==> src/rtl/lsu_axi_bridge.sv <==
// lsu_axi_bridge: turns the LSU memory stage's single-outstanding read/write request
// into one AXI4-Lite master transaction. Optional watchdog: define AXI_TIMEOUT_EN.
module lsu_axi_bridge #(
  parameter int ADDR_W         = 64,
  parameter int DATA_W         = 64,
  parameter int TIMEOUT_CYCLES = 256
) (
  input  logic                clk,
  input  logic                rst,
  input  logic                w_valid_i,
  output logic                w_ready_o,
  input  logic [ADDR_W-1:0]   w_addr_i,
  input  logic [DATA_W-1:0]   w_data_i,
  input  logic [DATA_W/8-1:0] w_mask_i,
  output logic                w_valid_o,
  input  logic                w_ready_i,
  input  logic                rx_r_valid_i,
  output logic                rx_r_ready_o,
  input  logic [ADDR_W-1:0]   rx_r_addr_i,
  input  logic [7:0]          rx_r_size_i,
  output logic [DATA_W-1:0]   rx_data_read_o,
  output logic                rx_data_valid,
  input  logic                rx_data_ready,
  output logic                bus_err,
  output logic                awvalid,
  input  logic                awready,
  output logic [ADDR_W-1:0]   awaddr,
  output logic                wvalid,
  input  logic                wready,
  output logic [DATA_W-1:0]   wdata,
  output logic [DATA_W/8-1:0] wstrb,
  input  logic                bvalid,
  output logic                bready,
  input  logic [1:0]          bresp,
  output logic                arvalid,
  input  logic                arready,
  output logic [ADDR_W-1:0]   araddr,
  output logic [2:0]          arsize,
  input  logic                rvalid,
  output logic                rready,
  input  logic [DATA_W-1:0]   rdata,
  input  logic [1:0]          rresp,
  output logic [2:0]          dbg_state_o
);

  // Handshakes: a transfer happens on a rising clk edge where valid and ready are both
  // high; a valid, once raised, holds with a stable payload until that edge.
  typedef enum logic [2:0] {
    IDLE    = 3'd0,
    WR_REQ  = 3'd1,
    WR_RESP = 3'd2,
    WR_DONE = 3'd3,
    RD_REQ  = 3'd4,
    RD_DATA = 3'd5,
    RD_DONE = 3'd6
  } state_e;

  state_e              state_q, state_d;
  logic                awvalid_q, awvalid_d, wvalid_q, wvalid_d;
  logic                bus_err_q, bus_err_d;
  logic [ADDR_W-1:0]   awaddr_q, awaddr_d, araddr_q, araddr_d;
  logic [DATA_W-1:0]   wdata_q, wdata_d, rdata_q, rdata_d;
  logic [DATA_W/8-1:0] wstrb_q, wstrb_d;
  logic [2:0]          arsize_q, arsize_d;
  logic                timeout;
  logic                unused_size_bits;

  assign unused_size_bits = ^rx_r_size_i[7:3];

`ifdef AXI_TIMEOUT_EN
  logic [15:0] to_cnt_q, to_cnt_d;
  logic        wait_st;

  assign wait_st = (state_q == WR_REQ) || (state_q == WR_RESP) ||
                   (state_q == RD_REQ) || (state_q == RD_DATA);
  // Fires in the TIMEOUT_CYCLES-th cycle spent in one waiting state.
  assign timeout = wait_st && (to_cnt_q == 16'(TIMEOUT_CYCLES - 1));

  always_comb begin
    to_cnt_d = 16'd0;
    if (state_d == state_q && wait_st) to_cnt_d = to_cnt_q + 16'd1;
  end

  always_ff @(posedge clk) begin
    if (rst) to_cnt_q <= 16'd0;
    else     to_cnt_q <= to_cnt_d;
  end
`else
  assign timeout = 1'b0;
`endif

  always_comb begin
    state_d   = state_q;
    awvalid_d = awvalid_q;
    wvalid_d  = wvalid_q;
    awaddr_d  = awaddr_q;
    wdata_d   = wdata_q;
    wstrb_d   = wstrb_q;
    araddr_d  = araddr_q;
    arsize_d  = arsize_q;
    rdata_d   = rdata_q;
    bus_err_d = 1'b0;
    case (state_q)
      IDLE: begin
        if (w_valid_i) begin
          awaddr_d  = w_addr_i;
          wdata_d   = w_data_i;
          wstrb_d   = w_mask_i;
          awvalid_d = 1'b1;
          wvalid_d  = 1'b1;
          state_d   = WR_REQ;
        end else if (rx_r_valid_i) begin
          araddr_d = rx_r_addr_i;
          arsize_d = rx_r_size_i[2:0];
          state_d  = RD_REQ;
        end
      end
      WR_REQ: begin
        if (awready) awvalid_d = 1'b0;
        if (wready)  wvalid_d  = 1'b0;
        if ((!awvalid_q || awready) && (!wvalid_q || wready)) begin
          state_d = WR_RESP;
        end else if (timeout) begin
          awvalid_d = 1'b0;
          wvalid_d  = 1'b0;
          bus_err_d = 1'b1;
          state_d   = WR_DONE;
        end
      end
      WR_RESP: begin
        if (bvalid) begin
          bus_err_d = (bresp != 2'b00);
          state_d   = WR_DONE;
        end else if (timeout) begin
          bus_err_d = 1'b1;
          state_d   = WR_DONE;
        end
      end
      WR_DONE: if (w_ready_i) state_d = IDLE;
      RD_REQ: begin
        if (arready) begin
          state_d = RD_DATA;
        end else if (timeout) begin
          rdata_d   = '0;
          bus_err_d = 1'b1;
          state_d   = RD_DONE;
        end
      end
      RD_DATA: begin
        if (rvalid) begin
          rdata_d   = rdata;
          bus_err_d = (rresp != 2'b00);
          state_d   = RD_DONE;
        end else if (timeout) begin
          rdata_d   = '0;
          bus_err_d = 1'b1;
          state_d   = RD_DONE;
        end
      end
      RD_DONE: if (rx_data_ready) state_d = IDLE;
      default: state_d = IDLE;
    endcase
  end

  always_ff @(posedge clk) begin
    if (rst) begin
      state_q   <= IDLE;
      awvalid_q <= 1'b0;
      wvalid_q  <= 1'b0;
      bus_err_q <= 1'b0;
      awaddr_q  <= '0;
      wdata_q   <= '0;
      wstrb_q   <= '0;
      araddr_q  <= '0;
      arsize_q  <= '0;
      rdata_q   <= '0;
    end else begin
      state_q   <= state_d;
      awvalid_q <= awvalid_d;
      wvalid_q  <= wvalid_d;
      bus_err_q <= bus_err_d;
      awaddr_q  <= awaddr_d;
      wdata_q   <= wdata_d;
      wstrb_q   <= wstrb_d;
      araddr_q  <= araddr_d;
      arsize_q  <= arsize_d;
      rdata_q   <= rdata_d;
    end
  end

  // A write request wins over a read presented in the same IDLE cycle.
  assign w_ready_o      = (state_q == IDLE) && w_valid_i;
  assign rx_r_ready_o   = (state_q == IDLE) && rx_r_valid_i && !w_valid_i;
  assign w_valid_o      = (state_q == WR_DONE);
  assign rx_data_valid  = (state_q == RD_DONE);
  assign rx_data_read_o = rdata_q;
  assign bus_err        = bus_err_q;
  assign awvalid        = awvalid_q;
  assign awaddr         = awaddr_q;
  assign wvalid         = wvalid_q;
  assign wdata          = wdata_q;
  assign wstrb          = wstrb_q;
  assign bready         = (state_q == WR_RESP);
  assign arvalid        = (state_q == RD_REQ);
  assign araddr         = araddr_q;
  assign arsize         = arsize_q;
  assign rready         = (state_q == RD_DATA);
  assign dbg_state_o    = state_q;

endmodule

==> config.mk <==
export PLATFORM = sky130hd
export DESIGN_NAME = lsu_axi_bridge
export DESIGN_NICKNAME = d
export VERILOG_FILES = /design/src/rtl/lsu_axi_bridge.sv
export SDC_FILE = /design/constraint.sdc
export NUM_CORES = 1
export LEC_CHECK = 0
export CAP_MARGIN = 20
export CORE_AREA = 2 2 223 225
export CTS_CLUSTER_DIAMETER = 150
export DETAILED_ROUTE_END_ITERATION = 10
export DIE_AREA = 0 0 225 227
export MAX_ROUTING_LAYER = met4
export PLACE_DENSITY_LB_ADDON = 0.1
export SETUP_SLACK_MARGIN = 0.02
export SLEW_MARGIN = 10
export SYNTH_ARGS = -nofsm -noshare
export SYNTH_HDL_FRONTEND = slang
export SYNTH_SLANG_ARGS = --single-unit
==> constraint.sdc <==
create_clock -name clk -period 1.8 [get_ports clk]
set_input_delay 0.27 -clock clk [delete_from_list [all_inputs] [get_ports clk]]
set_output_delay 0.27 -clock clk [all_outputs]
set_load 0.01 [all_outputs]
==> results of run 1 <==
per-stage QoR:
step	total power [mW]	cells	setup WS, ns
floorplan	8.91	1216	0.319
global placement	11.5	2348	-0.296
detailed placement	11.6	2348	-0.303
CTS	18.6	2407	-0.0996
global route	19.2	2414	-0.0689
finish	18.2	2414	0.0289
final cells by class:
cell class / count / area [um^2] / share of cell area (%)
Antenna cell: 7 / 17.5 / 0.102
Clock buffer: 53 / 1070 / 6.18
Clock inverter: 4 / 45.0 / 0.261
Inverter: 3 / 13.8 / 0.0798
Multi-Input combinational cell: 850 / 3680 / 21.3
Sequential cell: 273 / 5470 / 31.7
Tap cell: 622 / 778 / 4.51
Timing Repair Buffer: 602 / 6180 / 35.8
state kept, by name, summed over array words and instances, names as in the netlist:
register,cells
wvalid,1
dbg_state_o,3
rx_data_read_o,64
awvalid,1
arsize,3
wstrb,8
wdata,64
araddr,64
bus_err,1
awaddr,64
worst paths after layout:
path,endpoint,cells after the start
max reg2reg,wdata[29]$_SDFFE_PP0P_,8
min reg2reg,araddr[15]$_SDFFE_PP0P_,2
max,w_ready_o,5
min,awaddr[40]$_SDFFE_PP0P_,2
per-layer routing:
metal  part of all wire [%]  track usage (%)  up-vias
li1                       -                -     5016
met1                     39             17.5     4570
met2                     48             26.0      379
met3                     11             7.36       53
met4                    2.2             5.81        0
met5                      0                -        -
repair_timing:
item / CTS / global route
setup endpoints to repair: 31 / 32
setup buffers: 2 / 2
pin swaps: 2 / 1
gates resized for setup: 60 / 34
Yosys cell counts:
cell type,n
nor3_2,1
mux2i_1,1
clkbuf_1,41
or3_1,2
and3_1,1
nand2b_1,2
nor2b_2,1
o211ai_1,2
o21ai_0,4
inv_1,1
nand3_2,1
o31a_1,1
nand3_1,2
dfxtp_1,273
nand2_1,540
a2bb2oi_1,2
o32a_1,1
inv_2,2
mux2_2,1
nor2_1,9
a21oi_1,273
nor2b_1,3
buf_2,30
nand3b_2,1
and2_1,2
buf_6,2
buf_4,17
worst max-delay path, cell delays in order, from the launching register on:
cell and delay [ns]:
dfxtp_4 0.35, nor3_4 0.26, buf_6 0.14, nand2_4 0.05
inv_4 0.08, buf_6 0.10
cell families after synthesis:
| logic type | share of synthesized area (%) |
|---|---|
| simple gates | 22.7 |
| compound gates | 15.0 |
| flops | 57.2 |
| buf+inv | 4.87 |
| mux | 0.222 |
power by group:
part	total [mW]	internal, mW	switching (mW)
clock network	6.88	4.20	2.68
logic	4.42	2.25	2.17
registers	6.94	6.64	0.296
==> impl_metrics.py, run 1 <==
metrics = {
    "grt": {
        "antenna_found_initial": 7,
        "grt_pass1_wl_um": 60500,
        "grt_pass1_vias": 9691,
        "grt_max_degree": 85,
        "grt_overflow": 0,
        "track_usage_pct": 16.1,
    },
    "worst_setup_path": {
        "reg2reg_slack_ns": 0.15,
        "cp-startpoint": "dbg_state_o[1]$_SDFFE_PP0P_",
        "start_kind": "flip-flop",
        "end_kind": "output port",
        "cp.arrival_ns": 1.50,
        "crit_type": "flip-flop to output port",
        "r2r-start": "dbg_state_o[1]$_SDFFE_PP0P_",
        "required_ns": 1.53,
        "cp_max_fo": 3,
    },
    "sta": {
        "fmax_mhz": 565,
        "hold-worst-slack_ns": 0.229,
        "setup_viol": 0,
        "final.setup.tns_ns": 0,
        "slew_headroom_pct": 69.9,
        "worst-slew-pin-transition_ns": 0.451,
        "rsz0062_at_grt": "true",
        "fin_skew_ns": 0.0161,
        "period_share_pct": 98.4,
        "period_minus_slack_ns": 1.77,
        "hold_viol": 0,
        "final_max_slew_viol_count": 0,
    },
    "logic_synthesis": {
        "yosys-top-cells-area": "dfxtp_1 57%, nand2_1 21%, a21oi_1 14%, clkbuf_1 1.6%, buf_2 1.6%",
        "seq_area_frac_synth_pct": 57.2,
        "synthesis.area_um2": 9560,
        "netlist.area_leader.share_pct": 57.2,
        "syn_nets": 1503,
        "synth_warnings": 0,
        "syn_avg_cell_area_um2": 7.86,
        "synth_area_leader_cell": "dfxtp_1",
        "synth_cells": 1216,
        "ys_ff_latch": 273,
        "ys_types": 27,
    },
    "final_layout": {
        "area_growth_syn_to_layout_pct": 80.4,
        "final_cell_mix": "539 x nand2_1, 511 x clkdlybuf4s50_1, 273 x a21oi_1, 270 x dfxtp_1, 37 x clkbuf_16",
        "fin_area_um2": 17300,
        "nFillCells": 5117,
        "fin_nets": 2053,
        "layout_commonest_cell": "nand2_1",
        "drive_gt1_share_pct": 6.33,
        "utilization_pct": 35.5,
    },
    "min_path": {
        "hp-start": "rst",
        "min_path_type": "primary input to flip-flop",
    },
    "clock_network": {
        "ctsHoldBuffers": 0,
        "htreeDepth": 2,
        "clk_latency_ns": 0.53,
        "cts_tree": "yes",
        "clock_path_buffers": 3,
        "clock-root-buffer": "clkbuf_16",
        "cts.clk_slew.worst_paths_ns": 0.06,
        "numCtsBuffers": 36,
        "cts.sinks": 273,
    },
    "pwr": {
        "leakagePower_nw": 6.52,
        "ir_drop_mv": 0.582,
        "p_per_area_nw_per_um2": 1060,
    },
    "floorplan": {
        "row_count": 81,
        "die_y_um": 227,
        "die_x_um": 225,
        "core_um2": 48500,
        "ioPinCount": 567,
        "start_util_pct": 19.7,
        "dieArea_um2": 51100,
    },
    "place": {
        "dp_hpwl_um": 31300,
        "gp_congestion": 0.774,
        "place_area_um2": 16000,
        "portBuffers": 561,
    },
    "route": {
        "wl_um": 42700,
        "num_vias": 10000,
        "avgRoutedWirePerCell_um": 17.7,
        "dr.pass1.iters": 4,
        "drtAntennaViolNets": 0,
        "drt-vias-per-instance": 4.15,
        "drc": 0,
        "initialDrtViolationCount": 413,
    },
    "run": {
        "maxCapViolCount": 0,
    },
    "status": {
        "run_status": "complete, no violations",
    },
}
No activity file was read; power rests on OpenSTA's default activity.
==> run 2, diff against run 1 <==
clock period = 2.2 ns   (was 1.8 ns; I/O delays follow)
==> run 2 against run 1 <==
  * Clock skew fell by 0.0076 ns
  * Worst hold slack improved by 0.0041 ns
  * Combinational power fell by 22%
  * Global-route usage fell by 0.062 points
  * Via count fell by 0.81%
  * Sequential power fell by 18%
  * Die area did not move
  * Cell count fell by 0.87%
  * Total power fell by 19%
  * First-iteration DRC count rose by 3.4%
  * Worst setup slack improved by 0.12 ns
  * Routed wire length fell by 0.86%
==> impl_metrics.py, run 2 (synthesis gave the netlist of run 1 again) <==
metrics = {
    "floorplan": {
        "core_um2": 48500,
        "die_y_um": 227,
        "dieArea_um2": 51100,
        "ioPinCount": 567,
        "die_x_um": 225,
        "row_count": 81,
        "start_util_pct": 19.7,
    },
    "worst_setup_path": {
        "cp.arrival_ns": 1.72,
        "cp_top_family": "buffers and inverters",
        "worstPathCellList": "buf_6, clkdlybuf4s50_1",
        "end_kind": "output port",
        "required_ns": 1.87,
        "cp_max_fo": 19,
        "critPathBufInv": 2,
        "start_kind": "flip-flop",
        "worst-path-stages": 2,
        "cpPeakStageDelay_ns": 0.60,
        "crit_type": "flip-flop to output port",
        "r2r_cells": 6,
        "cp_slowest_cell": "clkdlybuf4s50_1",
    },
    "pwr": {
        "pwr-share-clk_pct": 38.0,
        "intPower_mw": 10.5,
        "p_per_area_nw_per_um2": 870,
        "ir_drop_mv": 0.542,
        "leakagePower_nw": 5.96,
        "comb_power_share_pct": 23.4,
        "p_sw_mw": 4.18,
        "seqPwrFrac_pct": 38.6,
        "switching_share_pct": 28.5,
        "finalPower_mw": 14.7,
    },
    "route": {
        "drtAntennaViolNets": 0,
        "num_vias": 9937,
        "drc": 0,
        "dr.pass1.iters": 4,
        "avgRoutedWirePerCell_um": 17.7,
        "wl_um": 42300,
        "drt-vias-per-instance": 4.15,
        "initialDrtViolationCount": 427,
    },
    "clock_network": {
        "cts_tree": "yes",
        "cts.clk_slew.worst_paths_ns": 0.06,
        "clock-root-buffer": "clkbuf_16",
        "htreeDepth": 2,
        "cts.sinks": 273,
        "postCtsSetupBuffers": 0,
        "clk_latency_ns": 0.53,
        "clock_path_buffers": 3,
        "numCtsBuffers": 35,
    },
    "place": {
        "gp_congestion": 0.764,
        "portBuffers": 561,
        "place_ws_ns": -0.00684,
        "dp_hpwl_um": 29700,
    },
    "run": {
        "maxCapViolCount": 0,
    },
    "grt": {
        "track_usage_pct": 16.1,
        "grt_pass1_vias": 9554,
        "grt_pass1_wl_um": 60300,
        "grt_overflow": 0,
        "grt_max_degree": 137,
        "antenna_found_initial": 7,
    },
    "min_path": {
        "whs_path_depth": 2,
        "min_path_type": "primary input to flip-flop",
    },
    "final_layout": {
        "drive_gt1_share_pct": 4.42,
        "area_growth_syn_to_layout_pct": 76.7,
        "final_cell_mix": "553 x clkdlybuf4s50_1, 539 x nand2_1, 273 x a21oi_1, 272 x dfxtp_1, 37 x clkbuf_16",
        "nFillCells": 5109,
        "seq_area_um2": 5470,
        "layout_commonest_cell": "clkdlybuf4s50_1",
        "utilization_pct": 34.8,
        "multi_input_area_um2": 3650,
        "fin_nets": 2031,
    },
    "sta": {
        "rsz0062_at_grt": "false",
        "hold-worst-slack_ns": 0.233,
        "final.setup.worst_slack_ns": 0.152,
        "setup_viol": 0,
        "worst-slew-pin-transition_ns": 0.750,
        "final_max_slew_viol_count": 0,
        "fmax_mhz": 488,
        "period_minus_slack_ns": 2.05,
        "hold_viol": 0,
        "slew_headroom_pct": 50.0,
        "fin_skew_ns": 0.00855,
        "period_share_pct": 93.1,
    },
    "status": {
        "run_status": "complete, no violations",
    },
}
## run 2: cell types whose count changed in the layout (fill, tap and decap cells not counted), sizes merged
cell	previous run	this run
buf	47	20
clkbuf	55	54
clkdlybuf4s50	511	553
dlygate4sd2	24	7
dlymetal6s2s	18	0
## run 2: what timing repair did
action                                  in CTS  in global routing
endpoints found under the setup margin       7                  0
gates resized for setup                     11                  0
hold buffers                                 0                  0
## run 2: worst paths after layout
path,from,to,slack [ns]
worst max-delay path,dbg_state_o[0]$_SDFFE_PP0P_,dbg_state_o[0],0.15
worst min-delay path,rst,awaddr[43]$_SDFFE_PP0P_,0.23
worst max register to register,dbg_state_o[1]$_SDFFE_PP0P_,wdata[51]$_SDFFE_PP0P_,0.44
worst min register to register,rx_data_read_o[32]$_SDFFE_PP0P_,rx_data_read_o[32]$_SDFFE_PP0P_,0.45
## run 2: routing by layer
layer  wire [um]  up-vias  global-route usage, %
met5           0        -                      -
met4         913        0                   5.08
met3        4290       54                   6.65
met2       20000      347                   26.3
met1       17100     4570                   17.8
li1            -     4966                      -
## run 2: power groups by stage
stage | logic (mW) | registers, mW | clock network [mW]
after global placement | 3.49 | 5.76 | 0
after floorplan | 1.30 | 6.00 | 0
after CTS | 3.51 | 5.68 | 5.83
final | 3.43 | 5.68 | 5.58
after detailed placement | 3.49 | 5.77 | 0
after global routing | 3.76 | 5.74 | 6.01
## run 2: through the flow
step                      setup TNS [ns]  cell area [um^2]  std cells
final                                  0             16900       2393
after global routing                   0             16900       2393
after CTS                              0             16900       2386
after detailed placement        -0.00684             15800       2329
after global placement          -0.00864             15800       2329
after floorplan                        0              9560       1216
## run 2: worst register-to-register path: stages, from the launching register on
cell and delay, ns:
dfxtp_1 0.33, nor3_4 0.27, nand2_4 0.11, inv_4 0.08
buf_12 0.39, nand2_1 0.36, a21oi_1 0.14
## run 2: area by class of cell
| type | count | area share, % |
|---|---|---|
| well taps | 622 | 4.61 |
| flip-flops and latches | 273 | 32.4 |
| clock inverters | 4 | 0.267 |
| inverters | 3 | 0.0815 |
| diodes | 7 | 0.104 |
| repair buffers | 581 | 34.8 |
| clock buffers | 53 | 6.19 |
| multi-input cells | 850 | 21.6 |
==> RTL change 1 (flow settings as in run 2) <==
Add a define of `AXI_TIMEOUT_EN`.
--- a/src/rtl/lsu_axi_bridge.sv
+++ b/src/rtl/lsu_axi_bridge.sv
@@ -1,4 +1,6 @@
 // lsu_axi_bridge: turns the LSU memory stage's single-outstanding read/write request
 // into one AXI4-Lite master transaction. Optional watchdog: define AXI_TIMEOUT_EN.
+`define AXI_TIMEOUT_EN
+
 module lsu_axi_bridge #(
   parameter int ADDR_W         = 64,
Check against the original RTL: same outputs for any inputs over 4 cycles, from zero or initial values and one cycle with rst high; that may be too few to reach the edited logic, so the function may still have changed.
==> RTL change 1 against run 2 <==
- area after synthesis up 6.0%
- sequential cell count increased by 16
- non-clock buffer count grew 5
- wire length grew 3.0%
- power decreased by 3.9%
- synthesized cell count fell by 2.3%
- final area rose by 5.2%
- worst setup slack worse by 0.026 ns
- global-route usage rose by 0.43 points
- sequential share of layout area increased by 0.21 points
- largest cell class unchanged
- largest power group is now clock
==> RTL change 1: results <==
[power]
ir_drop_mv = 0.522
p_leak_nw = 6.42

[drt]
dr.pass1.iters = 4
drt_iter0_drc = 506
wl_per_cell_um = 18.3
routed-via-count = 10087

[worst_hold_path]
holdPathStages = 2

[synth]
ys.flop_type = dfxtp_1
ys_seq_area_share_pct = 57.1
synthTopCellsByCount = nand2_1 (417), dfxtp_1 (289), a21oi_1 (211), clkbuf_1 (65), a22o_1 (64)
synth_area_leaders = dfxtp_1 (57%), nand2_1 (15%), a21oi_1 (10%), a22o_1 (5.5%), clkbuf_1 (2.4%)
synth.net_count = 1476
yosysUniqueCellTypes = 48
ys_warn_count = 0

[cts]
clkLatencyLatePin_ns = 0.53
clock_path_buffers = 3
cts_root_buf = clkbuf_16
htree_levels = 2
clkTransAtPathRegs_ns = 0.06
cts-buffers-inserted = 37

[global_routing]
antenna_found_initial = 8
grt_pass1_wl_um = 62000
grt_max_degree = 139
grt_pass1_vias = 9871
grt_usage_pct = 16.5

[worst_setup_path]
crit_fanout = 16
r2r_cells = 6
worst_path_largest_cell_delay_ns = 0.37
arrival_ns = 1.74
crit_path_top_delay_cell = dfxtp_2

[placed_design]
io_buffers = 561
place_congestion = 0.812
dp_hpwl_um = 30900

[layout]
drive_above_1_share_pct = 6.05
finalNetCount = 2012

[timing]
fin_skew_ns = 0.0136
slew-limit-headroom_pct = 46.3

[outcome]
status = finished, final reports clean
==> RTL change 1: changes by cell type in the layout (fill, tap and decap cells not counted), moves of 5 or more <==
cell	change
nand2_1	-122
a22o_1	+64
a21oi_1	-62
nor3_1	+19
dfxtp_1	+15
xnor2_1	+6
xor2_1	+6
inv_1	+5
nand4_1	+5
==> RTL change 1: critical path, delay by kind of cell, from the launching register on <==
| family | cells | cell delay [ns] |
|---|---|---|
| buffers and inverters | 2 | 0.45 |
| DFF | 1 | 0.37 |
| and+or+nand+nor | 2 | 0.39 |
==> RTL change 1: through the flow <==
step | instance area, µm² | total power [W] | worst slack [ns] | hold WS [ns] | cells
3_5_place_dp | 16400 | 0.00795 | 0.0426 | 0.446 | 2305
2_1_floorplan | 10100 | 0.00657 | 0.291 | 0.449 | 1188
3_3_place_gp | 16400 | 0.00794 | 0.0378 | 0.442 | 2305
5_1_grt | 17800 | 0.0148 | 0.0224 | 0.211 | 2382
6_report | 17800 | 0.0141 | 0.126 | 0.229 | 2382
4_1_cts | 17700 | 0.0144 | 0.0575 | 0.185 | 2372
==> RTL change 1: area by class of cell <==
type / instances / area, µm²
Fill cell: 4958 / 30800
Multi-Input combinational cell: 801 / 3960
Clock buffer: 57 / 1140
Tap cell: 622 / 778
Antenna cell: 8 / 20.0
Timing Repair Buffer: 586 / 5920
Inverter: 9 / 36.3
Clock inverter: 10 / 135
Sequential cell: 289 / 5790
==> RTL change 1: report_power, final <==
group          leakage [nW]  internal [W]  switching (W)
Combinational          3.44       0.00115        0.00101
Sequential             2.36       0.00551       0.000141
Clock                 0.629       0.00393        0.00237
Total                  6.42        0.0106        0.00353
==> RTL change 1: final timing paths <==
kind | from | to | slack [ns]
min | rst | araddr[16] | 0.23
max reg2reg | to_cnt_q[0] | rx_data_read_o[59] | 0.17
max | dbg_state_o[0] | rready | 0.13
min reg2reg | wdata[51] | wdata[51] | 0.45
==> RTL change 1: what timing repair did <==
action,CTS,global route
buffers inserted,0,1
hold buffers,0,0
gates cloned,0,1
pin swaps,0,1
gates resized for setup,17,2
setup endpoints to repair,7,64
==> RTL change 1: cell families (layout without fill, tap and decap cells) <==
family                     Yosys count  count (layout)  synth area share [%]
AOI/OAI and AO/OA                  301             301                  17.8
xor gates and xnor gates            12              12                  1.04
adders and majority gates            1               1                 0.123
buffers and inverters               98             662                  4.28
DFF                                289             289                  57.1
muxes                                1               1                0.0988
other                                0               8                     0
and+or+nand+nor                    486             486                  19.6
==> RTL change 1: routing by layer <==
metal,vias up,global-route usage (%),share of wire (%)
met5,-,-,0
met4,0,5.00,1.7
met1,4630,18.4,40
li1,5060,-,-
met2,357,27.0,48
met3,40,6.74,9.6
==> RTL change 2 (settings of run 2) <==
Without the edit above. Register the output `bus_err` once more; this adds one clock of latency there. The other outputs are not delayed to match.
--- a/src/rtl/lsu_axi_bridge.sv
+++ b/src/rtl/lsu_axi_bridge.sv
@@ -195,5 +195,7 @@
   assign rx_data_valid  = (state_q == RD_DONE);
   assign rx_data_read_o = rdata_q;
-  assign bus_err        = bus_err_q;
+  always_ff @(posedge clk) begin
+    bus_err <= bus_err_q;
+  end
   assign awvalid        = awvalid_q;
   assign awaddr         = awaddr_q;
Function: changed (Yosys sat finds a counterexample within 4 cycles, from zero or initial values and one cycle with rst high).
==> RTL change 2 against run 2 <==
- area after synthesis is 0.21% higher
- critical path depth stayed put
- sequential cell count increased by 1
- worst setup slack improved by 0.0090 ns
- final area rose by 0.50%
- power barely moved
- wire length rose by 1.3%
==> RTL change 2: results <==
[layout]
buf_share_pct = 35.1
clk_share_pct = 6.33
drive_above_1_share_pct = 4.47
diodes = 9
multi_input_area_share_pct = 21.5
buffers = 583
num-fill-cells = 5148
finalNetCount = 2035
clkbuf_count = 56

[drt]
wl_met3_um = 4840
routed-via-count = 9941

[worst_setup_path]
reg2reg_slack_ns = 0.46

[global_routing]
use_met2_pct = 26.6
grt_usage_pct = 16.5
use_met1_pct = 18.3
antenna_found_initial = 6
grt_use_met3_pct = 7.76
grt_pass1_vias = 9721
grt_pass1_wl_um = 61800

[cts]
cts_resized = 7
cts-buffers-inserted = 36

[synth]
ys_seq_area_share_pct = 57.2

[worst_hold_path]
hold_start = bus_err_q
whs_endpoint = bus_err
holdPathStages = 0

[timing]
slew-limit-headroom_pct = 51.5

[placed_design]
place_congestion = 0.794
dpl.cell_count = 2331

[outcome]
status = finished, final reports clean

[power]
ir_drop_mv = 0.642
p_leak_nw = 5.99
[RTL change 2: cell count changes in the layout (fill, tap and decap cells not counted), moves of 2 or more]
cell and change:
diode_2 +2, buf_12 +5, dlygate4sd2_1 -2, dfxtp_1 +2, clkbuf_1 +3, buf_4 -2
[RTL change 2: cell families (layout without fill, tap and decap cells)]
family,Yosys count,count (layout),synth area share [%]
compound gates,283,283,15.0
buf+inv,93,645,4.86
flops,274,274,57.2
mux,2,2,0.222
other cells,0,9,0
simple gates,565,565,22.7
[RTL change 2: metrics by stage]
step / area (µm²) / setup slack (ns) / hold WS, ns
4_1_cts: 16900 / -0.109 / 0.300
5_1_grt: 17000 / 0.0360 / 0.327
3_3_place_gp: 15900 / 0.179 / 0.311
3_5_place_dp: 15900 / 0.184 / 0.314
2_1_floorplan: 9580 / 0.702 / 0.310
6_report: 17000 / 0.161 / 0.325
[RTL change 2: how the worst max path moves through the flow]
| stage | start | depth (start not counted) | slack, ns | endpoint |
|---|---|---|---|---|
| final | dbg_state_o[0] | 2 | 0.16 | dbg_state_o[0] |
| after global routing | dbg_state_o[1] | 5 | 0.04 | rx_r_ready_o |
| after CTS | dbg_state_o[1] | 4 | -0.11 | w_ready_o |
| after detailed placement | w_valid_i | 4 | 0.18 | w_ready_o |
| after global placement | w_valid_i | 4 | 0.18 | w_ready_o |
| after floorplan | dbg_state_o[2] | 6 | 0.70 | w_ready_o |
[RTL change 2: power by group]
group / switching, W / internal, W / leakage, nW
Sequential: 0.000246 / 0.00545 / 2.23
Combinational: 0.00175 / 0.00175 / 3.23
Clock: 0.00221 / 0.00327 / 0.522
Total: 0.00421 / 0.0105 / 5.99
[RTL change 2: critical path: stages (launching register included)]
cell and delay [ns]:
dfxtp_1 0.39, buf_6 0.20, clkdlybuf4s50_1 0.60
